==> config.mk <==
export PLATFORM = sky130hd
export DESIGN_NAME = multicycle_control_unit
export DESIGN_NICKNAME = d
export VERILOG_FILES = /design/src/rtl/multicycle_control_unit.sv
export SDC_FILE = /design/constraint.sdc
export NUM_CORES = 1
export LEC_CHECK = 0
export CAP_MARGIN = 20
export CORE_MARGIN = 1
export CORE_UTILIZATION = 35
export CTS_BUF_LIST = sky130_fd_sc_hd__clkbuf_4
export DETAILED_ROUTE_END_ITERATION = 6
export GPL_ROUTABILITY_DRIVEN = 1
export HOLD_SLACK_MARGIN = 0.08
export PLACE_DENSITY = 0.77
export SYNTH_ARGS = -nofsm -noshare
export SYNTH_HDL_FRONTEND = slang
export SYNTH_SLANG_ARGS = --single-unit
==> constraint.sdc <==
create_clock -name clk -period 2.4 [get_ports clk]
set_clock_uncertainty 0.2 [all_clocks]
set_input_delay 0.36 -clock clk [delete_from_list [all_inputs] [get_ports clk]]
set_output_delay 0.36 -clock clk [all_outputs]
set_load 0.05 [all_outputs]
==> src/rtl/multicycle_control_unit.sv <==
// rtl/multicycle_control_unit.sv - RV32I multicycle control FSM with bus watchdog and trapping
module multicycle_control_unit #(
  parameter int unsigned TIMEOUT_CYCLES  = 16,
  parameter bit          HALT_ON_ILLEGAL = 1'b1
) (
  input  logic        clk,
  input  logic        reset,
  input  logic [31:0] instrCode,
  input  logic        busReady,
  output logic        PCEn,
  output logic        regFileWe,
  output logic [3:0]  aluControl,
  output logic        aluSrcMuxSel,
  output logic        busWe,
  output logic        busReq,
  output logic [2:0]  RFWDSrcMuxSel,
  output logic        branch,
  output logic        jal,
  output logic        jalr,
  output logic        trap,
  output logic [1:0]  trapCause
);

  localparam int unsigned WDW = (TIMEOUT_CYCLES == 0) ? 1 : $clog2(TIMEOUT_CYCLES + 1);
  localparam logic [WDW-1:0] WD_LAST = WDW'((TIMEOUT_CYCLES == 0) ? 0 : TIMEOUT_CYCLES - 1);

  localparam logic [6:0] OP_R    = 7'b0110011;
  localparam logic [6:0] OP_I    = 7'b0010011;
  localparam logic [6:0] OP_B    = 7'b1100011;
  localparam logic [6:0] OP_LUI  = 7'b0110111;
  localparam logic [6:0] OP_AUI  = 7'b0010111;
  localparam logic [6:0] OP_JAL  = 7'b1101111;
  localparam logic [6:0] OP_JALR = 7'b1100111;
  localparam logic [6:0] OP_S    = 7'b0100011;
  localparam logic [6:0] OP_L    = 7'b0000011;

  localparam logic [1:0] CAUSE_ILLEGAL = 2'b01;
  localparam logic [1:0] CAUSE_TIMEOUT = 2'b10;

  typedef enum logic [3:0] {
    FETCH, DECODE, R_EXE, I_EXE, B_EXE, LU_EXE, AU_EXE, J_EXE, JL_EXE,
    S_EXE, S_MEM, L_EXE, L_MEM, L_WB, TRAP
  } state_t;

  state_t         state;
  logic [WDW-1:0] wd_cnt;
  logic [1:0]     cause_q;
  logic [6:0]     opcode;
  logic [2:0]     funct3;
  logic           instr30;
  logic           op_legal;
  logic           timeout_hit;
  logic           unused_instr_bits;

  assign opcode  = instrCode[6:0];
  assign funct3  = instrCode[14:12];
  assign instr30 = instrCode[30];
  assign unused_instr_bits = ^{instrCode[31], instrCode[29:15], instrCode[11:7]};

  always_comb begin
    case (opcode)
      OP_R, OP_I, OP_B, OP_LUI, OP_AUI, OP_JAL, OP_JALR, OP_S, OP_L: op_legal = 1'b1;
      default: op_legal = 1'b0;
    endcase
  end

  // busReady in the final watchdog cycle still completes the transfer
  assign timeout_hit = (TIMEOUT_CYCLES != 0) && (wd_cnt == WD_LAST) && !busReady;

  always_ff @(posedge clk or negedge reset) begin
    if (!reset) begin
      state   <= FETCH;
      wd_cnt  <= '0;
      cause_q <= 2'b00;
    end else begin
      case (state)
        FETCH: state <= DECODE;
        DECODE: begin
          case (opcode)
            OP_R:    state <= R_EXE;
            OP_I:    state <= I_EXE;
            OP_B:    state <= B_EXE;
            OP_LUI:  state <= LU_EXE;
            OP_AUI:  state <= AU_EXE;
            OP_JAL:  state <= J_EXE;
            OP_JALR: state <= JL_EXE;
            OP_S:    state <= S_EXE;
            OP_L:    state <= L_EXE;
            default: begin
              if (HALT_ON_ILLEGAL) begin
                state   <= TRAP;
                cause_q <= CAUSE_ILLEGAL;
              end else begin
                state <= FETCH;
              end
            end
          endcase
        end
        R_EXE, I_EXE, B_EXE, LU_EXE, AU_EXE, J_EXE, JL_EXE: state <= FETCH;
        S_EXE: begin
          state  <= S_MEM;
          wd_cnt <= '0;
        end
        L_EXE: begin
          state  <= L_MEM;
          wd_cnt <= '0;
        end
        S_MEM, L_MEM: begin
          if (busReady) begin
            state <= (state == S_MEM) ? FETCH : L_WB;
          end else if (timeout_hit) begin
            state   <= TRAP;
            cause_q <= CAUSE_TIMEOUT;
          end else begin
            wd_cnt <= wd_cnt + WDW'(1);
          end
        end
        L_WB:    state <= FETCH;
        TRAP:    state <= TRAP;
        default: state <= FETCH;
      endcase
    end
  end

  // Moore decode; reset forces FETCH asynchronously so every output drops at once
  always_comb begin
    PCEn          = 1'b0;
    regFileWe     = 1'b0;
    aluControl    = 4'b0000;
    aluSrcMuxSel  = 1'b0;
    busWe         = 1'b0;
    busReq        = 1'b0;
    RFWDSrcMuxSel = 3'b000;
    branch        = 1'b0;
    jal           = 1'b0;
    jalr          = 1'b0;
    trap          = 1'b0;
    case (state)
      DECODE: PCEn = !op_legal && !HALT_ON_ILLEGAL;
      R_EXE: begin
        regFileWe  = 1'b1;
        PCEn       = 1'b1;
        aluControl = {instr30, funct3};
      end
      I_EXE: begin
        regFileWe    = 1'b1;
        aluSrcMuxSel = 1'b1;
        PCEn         = 1'b1;
        // only the shift-right immediates use instr[30] as an opcode bit
        aluControl   = (funct3 == 3'b101) ? {instr30, funct3} : {1'b0, funct3};
      end
      B_EXE: begin
        branch     = 1'b1;
        PCEn       = 1'b1;
        aluControl = {instr30, funct3};
      end
      LU_EXE: begin
        regFileWe     = 1'b1;
        PCEn          = 1'b1;
        RFWDSrcMuxSel = 3'b010;
      end
      AU_EXE: begin
        regFileWe     = 1'b1;
        PCEn          = 1'b1;
        RFWDSrcMuxSel = 3'b011;
      end
      J_EXE: begin
        regFileWe     = 1'b1;
        jal           = 1'b1;
        PCEn          = 1'b1;
        RFWDSrcMuxSel = 3'b100;
      end
      JL_EXE: begin
        regFileWe     = 1'b1;
        jal           = 1'b1;
        jalr          = 1'b1;
        PCEn          = 1'b1;
        RFWDSrcMuxSel = 3'b100;
      end
      S_EXE: begin
        aluSrcMuxSel = 1'b1;
        busWe        = 1'b1;
      end
      S_MEM: begin
        aluSrcMuxSel = 1'b1;
        busWe        = 1'b1;
        busReq       = 1'b1;
        PCEn         = busReady;
      end
      L_EXE: begin
        aluSrcMuxSel  = 1'b1;
        RFWDSrcMuxSel = 3'b001;
      end
      L_MEM: begin
        aluSrcMuxSel  = 1'b1;
        RFWDSrcMuxSel = 3'b001;
        busReq        = 1'b1;
      end
      L_WB: begin
        regFileWe     = 1'b1;
        aluSrcMuxSel  = 1'b1;
        RFWDSrcMuxSel = 3'b001;
        PCEn          = 1'b1;
      end
      TRAP:    trap = 1'b1;
      default: ;
    endcase
  end

  assign trapCause = cause_q;

endmodule

# ---- Word level (Yosys, flattened, before mapping)
# Index checks and enable logic that the tools add are counted.
dict set report totals {
  regBits 11
  output_inout_bits 18
  elab_cells 75
}
dict set report classes {
  reduce_logical 17
  n_addsub 1
  n_eq_ne 30
  mux 24
}
# cell n
set op_table {}
lappend op_table {{$pmux 4 s9} 1}
lappend op_table {{$eq 4x4->1 const B} 7}
lappend op_table {{$pmux 4 s6} 1}
lappend op_table {{$eq 7x6->1 const B} 3}
lappend op_table {{$eq 7x7->1 const B} 3}
lappend op_table {{$eq 4x3->1 const B} 4}
lappend op_table {{$mux 4} 4}
lappend op_table {{$eq 7x5->1 const B} 2}
lappend op_table {{$pmux 3 s4} 1}
lappend op_table {{$mux 5} 2}
lappend op_table {{$pmux 5 s2} 1}
lappend op_table {{$reduce_or 2->1} 5}
lappend op_table {{$reduce_or 9->1} 1}
lappend op_table {{$eq 4x2->1 const B} 2}
lappend op_table {{$mux 1} 8}
lappend op_table {{$pmux 4 s2} 1}
lappend op_table {{$reduce_or 8->1} 1}
lappend op_table {{$eq 7x2->1 const B} 1}
lappend op_table {{$reduce_or 7->1} 1}
lappend op_table {{$mux 2} 3}
lappend op_table {{$ne 2x2->1 const B} 3}
lappend op_table {{$reduce_or 6->1} 1}
lappend op_table {{$add 5x1->5 const B} 1}
lappend op_table {{$eq 5x4->1 const B} 1}
lappend op_table {{13 further kinds} 14}

# ---- Depth between registers and ports, before layout
# Gate-level depths: netlist of the first run.
dict set report depth {
  word_depth 5
  depth_mapped 7
  depth_no_buf 7
}

# ---- Worst setup path after synthesis of the first run
# Ideal clock, no wire load.
dict set report synth_path {
  kind {reg2out}
  from {register state[0]}
  to {output port RFWDSrcMuxSel[2]}
  n_path_buf 2
  slack_ns -0.579
  required_ns 1.840
  t_arrival_ns 2.419
  stages_incl_launch_ff 5
  cell_sequence {dfrtp_1 -> buf_6 -> clkbuf_1 -> nor3_1 -> o21bai_1}
}
dict set report synth_between {
  elab_chain_cells 3
}
# item line
set synth_lines {}
lappend synth_lines {{start, declared} 45} ;# state_t state;
lappend synth_lines {{start signal, assigned} 110} ;# state <= (state == S_MEM) ? FETCH : L_WB;
lappend synth_lines {{$eq 4x4->1 / $eq 4x3->1 (equally long branches)} 138} ;# case (state)
lappend synth_lines {{$reduce_or 3->1 (no line) / $reduce_or 2->1 (equally long branches)} --}
lappend synth_lines {{$pmux 3 s4 *} 138}
lappend synth_lines {{end, declared} 16} ;# output logic [2:0] RFWDSrcMuxSel,
# Mark *: on every way between the ends. The rest lies on a longest branch, timed or not.

# ---- Final worst setup path of the first run
dict set report layout_path {
  from {register state[2]}
  to {output port RFWDSrcMuxSel[2]}
}
# Same word-level chain as after synthesis.

==> results of run 1 <==
-- how the worst min path moves through the flow --
stage	start	end	slack [ps]	depth (start not counted)
finish	reset	wd_cnt[3]	220	1
detailed placement	wd_cnt[4]	wd_cnt[4]	300	2
global route	reset	wd_cnt[3]	250	1
global placement	wd_cnt[4]	wd_cnt[4]	280	2
CTS	reset	wd_cnt[4]	220	1
floorplan	reset	state[0]	-140	0
-- per-stage QoR --
stage	setup TNS [ps]	setup slack (ps)	area [um^2]
floorplan	-236	-87.1	998
global placement	0	250	1440
detailed placement	0	212	1440
CTS	0	28.2	1470
global route	0	51.9	1480
finish	0	147	1480
-- per-layer routing --
metal / GRT usage, % / share of wire [%] / vias up
met5: 0 / 0 / -
met2: 28.7 / 51 / 18
met1: 21.1 / 46 / 474
li1: - / - / 505
met4: 3.75 / 0.94 / 0
met3: 1.09 / 2.2 / 2
-- power groups by stage --
stage	sequential [W]	clock, W	combinational (W)
2_1_floorplan	0.000296	0	0.000843
3_3_place_gp	0.000392	0	0.00122
3_5_place_dp	0.000400	0	0.00124
4_1_cts	0.000396	0.000139	0.00124
5_1_grt	0.000424	0.000145	0.00130
6_report	0.000403	0.000135	0.00124
-- cell families (layout without fill, tap and decap cells) --
group           count (synthesis)  count (layout)  share of synthesized area (%)
flops                          11              11                           28.0
xor+xnor                        3               3                           2.67
simple gates                   57              57                           31.2
compound gates                 39              39                           27.5
fa+ha+maj                       2               2                           2.54
buf+inv                        15              44                           8.14
-- registers in the layout, indices dropped and copies added (netlist names) --
register and count:
wd_cnt 5, state 4, trapCause 2
-- worst max-delay path, delay by kind of cell, from the launching register on --
family / cells / cell delay (ps)
flops: 1 / 520
simple gates: 2 / 360
buf+inv: 2 / 320
compound gates: 1 / 210
-- timing repair --
| item | CTS | global route |
|---|---|---|
| hold endpoints to repair | 0 | 0 |
| resized for setup | 0 | 4 |
| setup endpoints to repair | 0 | 8 |
-- placed cells by master (no fill, tap or decap), types with 2 or more instances in the layout --
| cell type | Yosys | final |
|---|---|---|
| o21ai_0 | 13 | 12 |
| nand2_1 | 12 | 12 |
| buf_12 | 0 | 14 |
| nor3_1 | 4 | 3 |
| nor2b_1 | 7 | 7 |
| a22oi_1 | 3 | 3 |
| buf_4 | 0 | 4 |
| o21bai_1 | 2 | 2 |
| nand3_1 | 6 | 6 |
| nor2_1 | 12 | 12 |
| inv_1 | 7 | 7 |
| xnor2_1 | 3 | 3 |
| dfrtp_2 | 0 | 4 |
| and2_1 | 4 | 4 |
| clkdlybuf4s50_1 | 0 | 15 |
| clkbuf_4 | 0 | 4 |
| o211ai_2 | 2 | 2 |
| a211o_1 | 2 | 2 |
| dfrtp_1 | 11 | 7 |
| nand2b_1 | 3 | 3 |
| a21oi_1 | 6 | 6 |
| ha_1 | 2 | 2 |
| o31ai_2 | 2 | 2 |
| o22ai_1 | 2 | 2 |
-- area by class of cell --
cell class | instances | area (um^2)
repair buffers | 33 | 460
inverters | 7 | 26.3
fillers | 235 | 1090
flip-flops and latches | 11 | 280
clock buffers | 4 | 30.0
multi-input cells | 101 | 643
well taps | 30 | 37.5
==> flow_metrics.tcl, run 1 <==
set metrics [dict create \
    synth_commonest_cells "o21ai_0 (13), nand2_1 (12), nor2_1 (12), dfrtp_1 (11)" \
    synth.most_common_cell "o21ai_0" \
    n_antenna_cell 0 \
    post-cts-setup-buffers 0 \
    dieArea_um2 3030 \
    outcome "finished, final reports clean" \
    sw_frac_of_total_pct 49.8 \
    rows 18 \
    cp_cell_sequence "inv_1, nand2_1, nor3_2, o21bai_1, buf_12" \
    clock_latency_ps 260 \
    ctsLongestPathBuffers 2 \
    fmax_ghz 0.444 \
    ys_ff_latch 11 \
    internal-power_w 0.000890 \
    cts.sinks 11 \
    cp_slowest_cell "dfrtp_2" \
    port-buffer-count 31 \
    path_class "register to primary output" \
    rsz0062_at_grt "false" \
    async_flop_share_pct 100 \
    p_leak_nw 0.606 \
    synth_edf_count 0 \
    hold_violations 0 \
    synth_flop_cell "dfrtp_1" \
    critPathLaunchType "register" \
    drive_gt1_share_pct 23.1 \
    syn-cell-area_um2 983 \
    io_pins 53 \
    dp.cells 182 \
    crit_fanout 17 \
    period_share_pct 93.9 \
    comb_power_share_pct 69.7 \
    finalPower_w 0.00177 \
    drc 0 \
    slew_viol_final 0 \
    max_stage_delay_ps 520 \
    postCtsHoldBufs 0 \
    hold_class "primary input to async pin" \
    max-vdd-ir-drop_uv 1000 \
    avgSynthCellArea_um2 7.74 \
    syn_nets 164 \
    drt_iter0_drc 17 \
    ctsRootBufferMaster "clkbuf_4" \
    p_clk_share_pct 7.6 \
    grt_overflow 0 \
    seqPwrFrac_pct 22.7 \
    synthTopCellsByArea "dfrtp_1 (28%), o21ai_0 (6.6%), nand2_1 (4.6%)" \
    start_util_pct 38.3 \
    r2r-end "wd_cnt[3]" \
    area_delta_synth_final_pct 50.3 \
    timing.hold.ws_ps 217 \
    viasPerCell 5.37 \
    hpwl_um 1860 \
    endpoint_kind "primary output" \
    routed-via-count 999 \
    die_h_um 55.0 \
    setup.worst_path.start "state[2]" \
    wl_um 2350 \
    setup_viol 0 \
    yosysTopAreaCellShare_pct 28.0 \
    clk_pin_slew_ps 70 \
    yosys_warnings 0 \
    netlist_instances 127 \
    p_switching_w 0.000884 \
    rr_worst_depth 6 \
    track_usage_pct 16.1 \
    ant_nets 0 \
    wl_per_cell_um 12.6 \
    maxCapViolCount 0 \
    period_needed_ps 2250 \
    utilization_pct 57.6 \
    crit_end "RFWDSrcMuxSel[2]" \
    powerDensity_nw_per_um2 1200 \
    seq_area_frac_synth_pct 28.0 \
    reg2reg_slack_ps 220 \
    cp.arrival_ps 1690 \
    worst_pin_slew_ps 496 \
    crit-reg2reg-launch "wd_cnt[0]" \
    die_w_um 55.0 \
    layoutNonFillerInstCount 186 \
    yosys.area.top_type "dfrtp_1" \
    numCtsBuffers 3 \
    core_um2 2570 \
    slew_headroom_pct 66.8 \
    grt_max_degree 20 \
    htree_num_levels 1 \
    first_pass_iters 4 \
    grt_pass1_vias 877 \
    worstPathRequired_ps 1840 \
    synth_cell_type_count 36 \
    finalNetCount 194 \
    place.gp.congestion 0.825 \
    cts_tree "built" \
    antenna_found_initial 0 \
    grt_pass1_wl_um 3610 \
]
Note: power is estimated with default switching activity, not from simulation.
==> inputs of run 2 (changes only) <==
Settings changed: ABC_AREA set to 1, CORE_MARGIN 1 to 3, CORE_UTILIZATION 35 to 41, PLACE_DENSITY 0.77 to 0.87.
==> flow_metrics.tcl, run 2 <==
set metrics [dict create \
    setup.worst_path.start "state[1]" \
    max_stage_delay_ps 470 \
    max-vdd-ir-drop_uv 1230 \
    finalNetCount 230 \
    worst_pin_slew_ps 496 \
    timing.final.ws_setup_ps 103 \
    p_leak_nw 0.716 \
    drive_gt1_share_pct 24.5 \
    maxCapViolCount 0 \
    wl_um 2780 \
    endpoint_kind "primary output" \
    timing.hold.ws_ps 213 \
    post_cts_resized 1 \
    slew_headroom_pct 66.9 \
    post-cts-setup-buffers 0 \
    rr_worst_depth 10 \
    ys_ff_latch 11 \
    dp.cells 216 \
    core_um2 2280 \
    cts.sinks 11 \
    avgSynthCellArea_um2 6.43 \
    yosys_warnings 0 \
    die_h_um 55.6 \
    fmax_ghz 0.435 \
    clk_pin_slew_ps 70 \
    area_delta_synth_final_pct 52.9 \
    ctsLongestPathBuffers 2 \
    rows 17 \
    final_cell_mix "nand2_1 (34), nor2_1 (24), inv_1 (22), clkdlybuf4s50_1 (15), buf_12 (12)" \
    internal-power_w 0.000844 \
    grt_max_degree 12 \
    synth_edf_count 0 \
    totalNegativeSetupSlack_ps 0 \
    slew_viol_final 0 \
    wl_per_cell_um 12.6 \
    ctsRootBufferMaster "clkbuf_4" \
    powerDensity_nw_per_um2 1190 \
    htree_num_levels 1 \
    critPathLaunchType "register" \
    p_clk_share_pct 7.8 \
    async_flop_share_pct 100 \
    cp_slowest_cell "dfrtp_1" \
    reg2reg_slack_ps 610 \
    hold_class "primary input to async pin" \
    syn_nets 194 \
    place.gp.congestion 0.895 \
    n_antenna_cell 0 \
    track_usage_pct 18.9 \
    placed_area_um2 1510 \
    clock_latency_ps 270 \
    outcome "finished, final reports clean" \
    setup_viol 0 \
    p_switching_w 0.000993 \
    crit_fanout 6 \
    crit-reg2reg-launch "wd_cnt[0]" \
    hold_violations 0 \
    syn-cell-area_um2 1010 \
    synthTopCellsByArea "dfrtp_1 (27%), nand2_1 (13%), nor2_1 (11%)" \
    period_needed_ps 2300 \
    grt_pass1_vias 1118 \
    comb_power_share_pct 75.9 \
    worstPathRequired_ps 1840 \
    yosys.area.top_type "dfrtp_1" \
    synth.most_common_cell "nand2_1" \
    rsz0062_at_grt "false" \
    cp_cell_sequence "nor2_2, inv_2, o22ai_4, a21oi_1, o2111ai_1, buf_12" \
    cp.arrival_ps 1740 \
    period_share_pct 95.7 \
    grt_overflow 0 \
    first_pass_iters 4 \
    viasPerCell 5.23 \
    ant_nets 0 \
    synth_flop_cell "dfrtp_1" \
    numCtsBuffers 3 \
    sw_frac_of_total_pct 54.1 \
    netlist_instances 157 \
    yosysTopAreaCellShare_pct 27.3 \
    antenna_found_initial 0 \
    routed-via-count 1150 \
    postCtsHoldBufs 0 \
    largest_reg_flops 5 \
    hpwl_um 2310 \
    seq_area_frac_synth_pct 27.3 \
    design_area_um2 1540 \
    start_util_pct 44.4 \
    drt_iter0_drc 45 \
    regMostFlops "wd_cnt" \
    dieArea_um2 3090 \
    place_ws_ps 275 \
    synth_commonest_cells "nand2_1 (35), nor2_1 (29), inv_1 (24), dfrtp_1 (11), nand3_1 (8)" \
    path_class "register to primary output" \
    seqPwrFrac_pct 16.3 \
    port-buffer-count 31 \
    die_w_um 55.6 \
    layoutNonFillerInstCount 220 \
    grt_pass1_wl_um 4800 \
    r2r-end "wd_cnt[3]" \
    final_common_cell "nand2_1" \
    drc 0 \
    synth_cell_type_count 26 \
    cts_tree "built" \
    io_pins 53 \
]
-- run 2: cell types whose count changed after synthesis, moves of 4 or more --
cell,before,now
inv_1,7,24
nand2_1,12,35
clkbuf_1,4,0
and2_1,4,0
nor2b_1,7,0
o21ai_0,13,7
nor2_1,12,29
inv_2,0,4
-- run 2: per-layer routing --
metal  up-vias  wire length (um)  global-route usage, %
li1        582                 -                      -
met4         0                46                   7.99
met3         7               104                   2.09
met5         -                 0                      0
met1       526              1150                   23.0
met2        35              1480                   33.6
-- run 2: worst max path at each step --
stage / end / slack [ps]
6_report: PCEn / 100
5_1_grt: PCEn / 5
3_3_place_gp: PCEn / 350
3_5_place_dp: PCEn / 280
4_1_cts: PCEn / 50
2_1_floorplan: RFWDSrcMuxSel[0] / 50
-- run 2: layout make-up --
type | count | area, um^2
Clock buffer | 4 | 30.0
Fill cell | 169 | 732
Inverter | 28 | 105
Multi-Input combinational cell | 118 | 678
Sequential cell | 11 | 275
Tap cell | 28 | 35.0
Timing Repair Buffer | 31 | 420
-- run 2: per-stage QoR --
step	utilization [%]	total power, W
after floorplan	-	0.00112
after global placement	66.3	0.00164
after detailed placement	66.3	0.00168
after CTS	67.7	0.00183
after global routing	67.8	0.00193
final	67.8	0.00184
-- run 2: power groups by stage --
stage               Clock [W]  Sequential (W)  Combinational [W]
finish               0.000144        0.000299            0.00139
global route         0.000157        0.000307            0.00147
CTS                  0.000140        0.000296            0.00139
detailed placement          0        0.000297            0.00138
global placement            0        0.000292            0.00135
floorplan                   0        0.000312           0.000811
-- run 2: cell families after synthesis --
logic type / share of synthesized area, %
adder cells (fa/ha/maj): 2.48
AO/OA/AOI/OAI: 16.2
buffers and inverters: 10.4
AND/OR/NAND/NOR: 43.6
flip-flops: 27.3
-- run 2: critical path, delay by kind of cell, from the launching register on --
family	cells	cell delay, ps
AND/OR/NAND/NOR	1	250
buffers and inverters	2	320
AO/OA/AOI/OAI	3	420
flip-flops	1	470
==> inputs of run 3 (changes only) <==
Settings changed: CORE_UTILIZATION 41 to 65, DONT_BUFFER_PORTS set to 1, MAX_ROUTING_LAYER set to met4, PLACE_DENSITY 0.87 to 0.85.
==> flow_metrics.tcl, run 3 <==
set metrics [dict create \
    async_flop_share_pct 100 \
    ctsRootBufferMaster "clkbuf_4" \
    synth_flop_cell "dfrtp_1" \
    seq_area_frac_synth_pct 27.3 \
    syn_nets 194 \
    port-buffer-count 0 \
    worst_endpoint_kind "top-level output" \
    yosys_warnings 0 \
    yosys.area.top_type "dfrtp_1" \
    ys_ff_latch 11 \
    die_w_um 45.4 \
    synth_commonest_cells "nand2_1 (35), nor2_1 (29), inv_1 (24), dfrtp_1 (11), nand3_1 (8)" \
    synth_xor_area_share_pct 0 \
    hpwl_um 2290 \
    grt_overflow 20 \
    synthAdderAreaFrac_pct 2.48 \
    avgSynthCellArea_um2 6.43 \
    grt_max_degree 12 \
    synthTopCellsByArea "dfrtp_1 (27%), nand2_1 (13%), nor2_1 (11%)" \
    worstEndpointGrtRepair "PCEn" \
    synth_compound_area_share_pct 16.2 \
    post-cts-setup-buffers 0 \
    syn-cell-area_um2 1010 \
    cts.sinks 11 \
    synth_top_family_by_area "simple AND/OR/NAND/NOR gates" \
    netlist_instances 157 \
    outcome "did not finish" \
    synth_edf_count 0 \
    synth.most_common_cell "nand2_1" \
    place.gp.congestion 0.894 \
    start_util_pct 73.0 \
    haltStage "global routing (5_1_grt)" \
    synth_cell_type_count 26 \
    firstError "[ERROR GRT-0232] Routing congestion too high. Check the congestion heatmap in the GUI." \
    synth_simple_gate_area_share_pct 43.6 \
    htree_num_levels 1 \
    io_pins 53 \
    synth_mux_area_share_pct 0 \
    numCtsBuffers 3 \
    yosysTopAreaCellShare_pct 27.3 \
    track_usage_pct 68.1 \
    rows 13 \
    ctsLongestPathBuffers 2 \
    die_h_um 45.4 \
]
==> run 3: cell counts after synthesis <==
No cell type changed its count.
==> run 3: what timing repair did <==
item / CTS
endpoints found under the setup margin: 5
gates resized for setup: 3
gates cloned: 0
endpoints found under the hold margin: 12
hold buffers: 2
==> run 3: through the flow <==
step / util (%) / instances / hold WS (ps) / worst slack, ps / instance area [um^2]
CTS: 94.4 / 192 / 92.8 / 23.4 / 1310
detailed placement: 90.6 / 186 / -135 / 363 / 1250
global placement: 90.6 / 186 / -135 / 400 / 1250
floorplan: - / 157 / -136 / 46.1 / 1050
==> run 3: cells by family after synthesis <==
group | Yosys count
and+or+nand+nor | 89
AOI/OAI and AO/OA | 27
adders and majority gates | 2
buffers and inverters | 28
DFF | 11
==> run 3: per-layer routing <==
layer	track usage, %	overflow
met5	-	-
met4	70.2	6
met2	86.9	14
met3	43.1	0
met1	66.3	0
==> inputs of run 4 (changes only) <==
Settings changed: CORE_AREA set to 3 3 64 66, CORE_MARGIN 3 to unset, CORE_UTILIZATION 65 to unset, CTS_BUF_LIST sky130_fd_sc_hd__clkbuf_4 to unset, DIE_AREA set to 0 0 67 69, HOLD_SLACK_MARGIN 0.08 to unset, MAX_ROUTING_LAYER met4 to unset, PLACE_DENSITY 0.85 to unset, PLACE_DENSITY_LB_ADDON set to 0.15.
==> flow_metrics.tcl, run 4 (synthesized netlist as in run 2, its figures left out) <==
set metrics [dict create \
    dieArea_um2 4620 \
    n_antenna_cell 0 \
    timing.final.ws_setup_ps 151 \
    powerDensity_nw_per_um2 1250 \
    drive_gt1_share_pct 23.9 \
    critPathLaunchType "register" \
    die_h_um 69 \
    grt_overflow 0 \
    port-buffer-count 0 \
    grt_pass1_wl_um 4280 \
    period_needed_ps 2250 \
    viasPerCell 4.76 \
    drc 0 \
    numCtsBuffers 3 \
    p_leak_nw 0.636 \
    ctsRootBufferMaster "clkbuf_8" \
    hold_class "primary input to register" \
    max-vdd-ir-drop_uv 553 \
    crit_end "PCEn" \
    htree_num_levels 1 \
    path_class "register to primary output" \
    track_usage_pct 11.4 \
    rr_worst_depth 10 \
    worst_pin_slew_ps 518 \
    reg2reg_slack_ps 600 \
    final_common_cell "nand2_1" \
    worstPathRequired_ps 1840 \
    cp_cell_sequence "nor2_1, inv_2, o22ai_4, a21oi_1, o2111ai_1, buf_12" \
    setup.worst_path.start "state[1]" \
    r2r-end "wd_cnt[3]" \
    period_share_pct 93.7 \
    die_w_um 67 \
    io_pins 53 \
    crit-reg2reg-launch "wd_cnt[0]" \
    finalNetCount 214 \
    totalNegativeSetupSlack_ps 0 \
    core_um2 3630 \
    drt_iter0_drc 26 \
    cp.arrival_ps 1690 \
    cp_slowest_cell "dfrtp_1" \
    wl_per_cell_um 11.1 \
    clock_latency_ps 240 \
    wl_um 2480 \
    regMostFlops "wd_cnt" \
    first_pass_iters 4 \
    fmax_ghz 0.445 \
    place_ws_ps 354 \
    post-cts-setup-buffers 0 \
    cts_tree "built" \
    hpwl_um 2100 \
    ctsLongestPathBuffers 2 \
    crit_fanout 6 \
    fillers 402 \
    routed-via-count 1067 \
    crit_family "flip-flops" \
    setup_viol 0 \
    grt_pass1_vias 979 \
    ant_nets 0 \
    start_util_pct 27.8 \
    largest_reg_flops 5 \
    antenna_found_initial 0 \
    grt_max_degree 12 \
    maxCapViolCount 0 \
    cts.sinks 11 \
    clk_pin_slew_ps 50 \
    endpoint_kind "primary output" \
    place.gp.congestion 0.803 \
    final_cell_mix "nand2_1 (35), nor2_1 (25), inv_1 (22), dfrtp_1 (11)" \
    max_stage_delay_ps 430 \
    path_buf_inv 2 \
    slew_viol_final 0 \
    slew_headroom_pct 65.3 \
    cp_num_cells 6 \
    rsz0062_at_grt "false" \
    hold_violations 0 \
    outcome "finished, final reports clean" \
    area_delta_synth_final_pct 33.6 \
    rows 22 \
]
[run 4: cell type report]
type                            instances  area [um^2]  share of cell area [%]
Clock buffer                            4         45.0                    3.34
Sequential cell                        11          275                    20.4
Tap cell                               48         60.1                    4.45
Inverter                               28          105                    7.79
Timing Repair Buffer                   15          190                    14.1
Multi-Input combinational cell        118          673                    49.9
[run 4: how the worst min path moves through the flow]
stage               cells past startpoint  slack [ps]        end      from
floorplan                               0        -140   state[0]     reset
global placement                        0        -140  wd_cnt[2]     reset
detailed placement                      0        -140  wd_cnt[0]     reset
CTS                                     2         100   state[0]  busReady
global route                            2         110   state[0]  busReady
finish                                  2         100   state[0]  busReady
[run 4: timing repair]
item                                    in CTS  in global routing
hold buffers                                 1                  0
resized for setup                            0                  2
endpoints found under the hold margin       11                  0
endpoints found under the setup margin       0                  1
[run 4: report_power, final]
part / switching [W] / internal (W)
sequential: 0.0000852 / 0.000236
combinational: 0.000781 / 0.000398
clock: 0.0000704 / 0.000117
total: 0.000936 / 0.000751
[run 4: layer usage]
layer  up-vias  wire (um)  GRT usage, %
li1        550          -             -
met1       494       1130          15.0
met2        23       1230          17.8
met3         0        125          3.26
met4         0          0          3.60
met5         -          0             0
[run 4: per-stage QoR]
step / hold WS (ps) / cells / instance area (um^2) / util (%) / total power (W)
global route: 114 / 224 / 1350 / 37.1 / 0.00179
detailed placement: -135 / 219 / 1290 / 35.6 / 0.00150
finish: 104 / 224 / 1350 / 37.1 / 0.00169
global placement: -135 / 219 / 1290 / 35.6 / 0.00150
floorplan: -136 / 157 / 1050 / - / 0.00112
CTS: 104 / 224 / 1350 / 37.1 / 0.00170
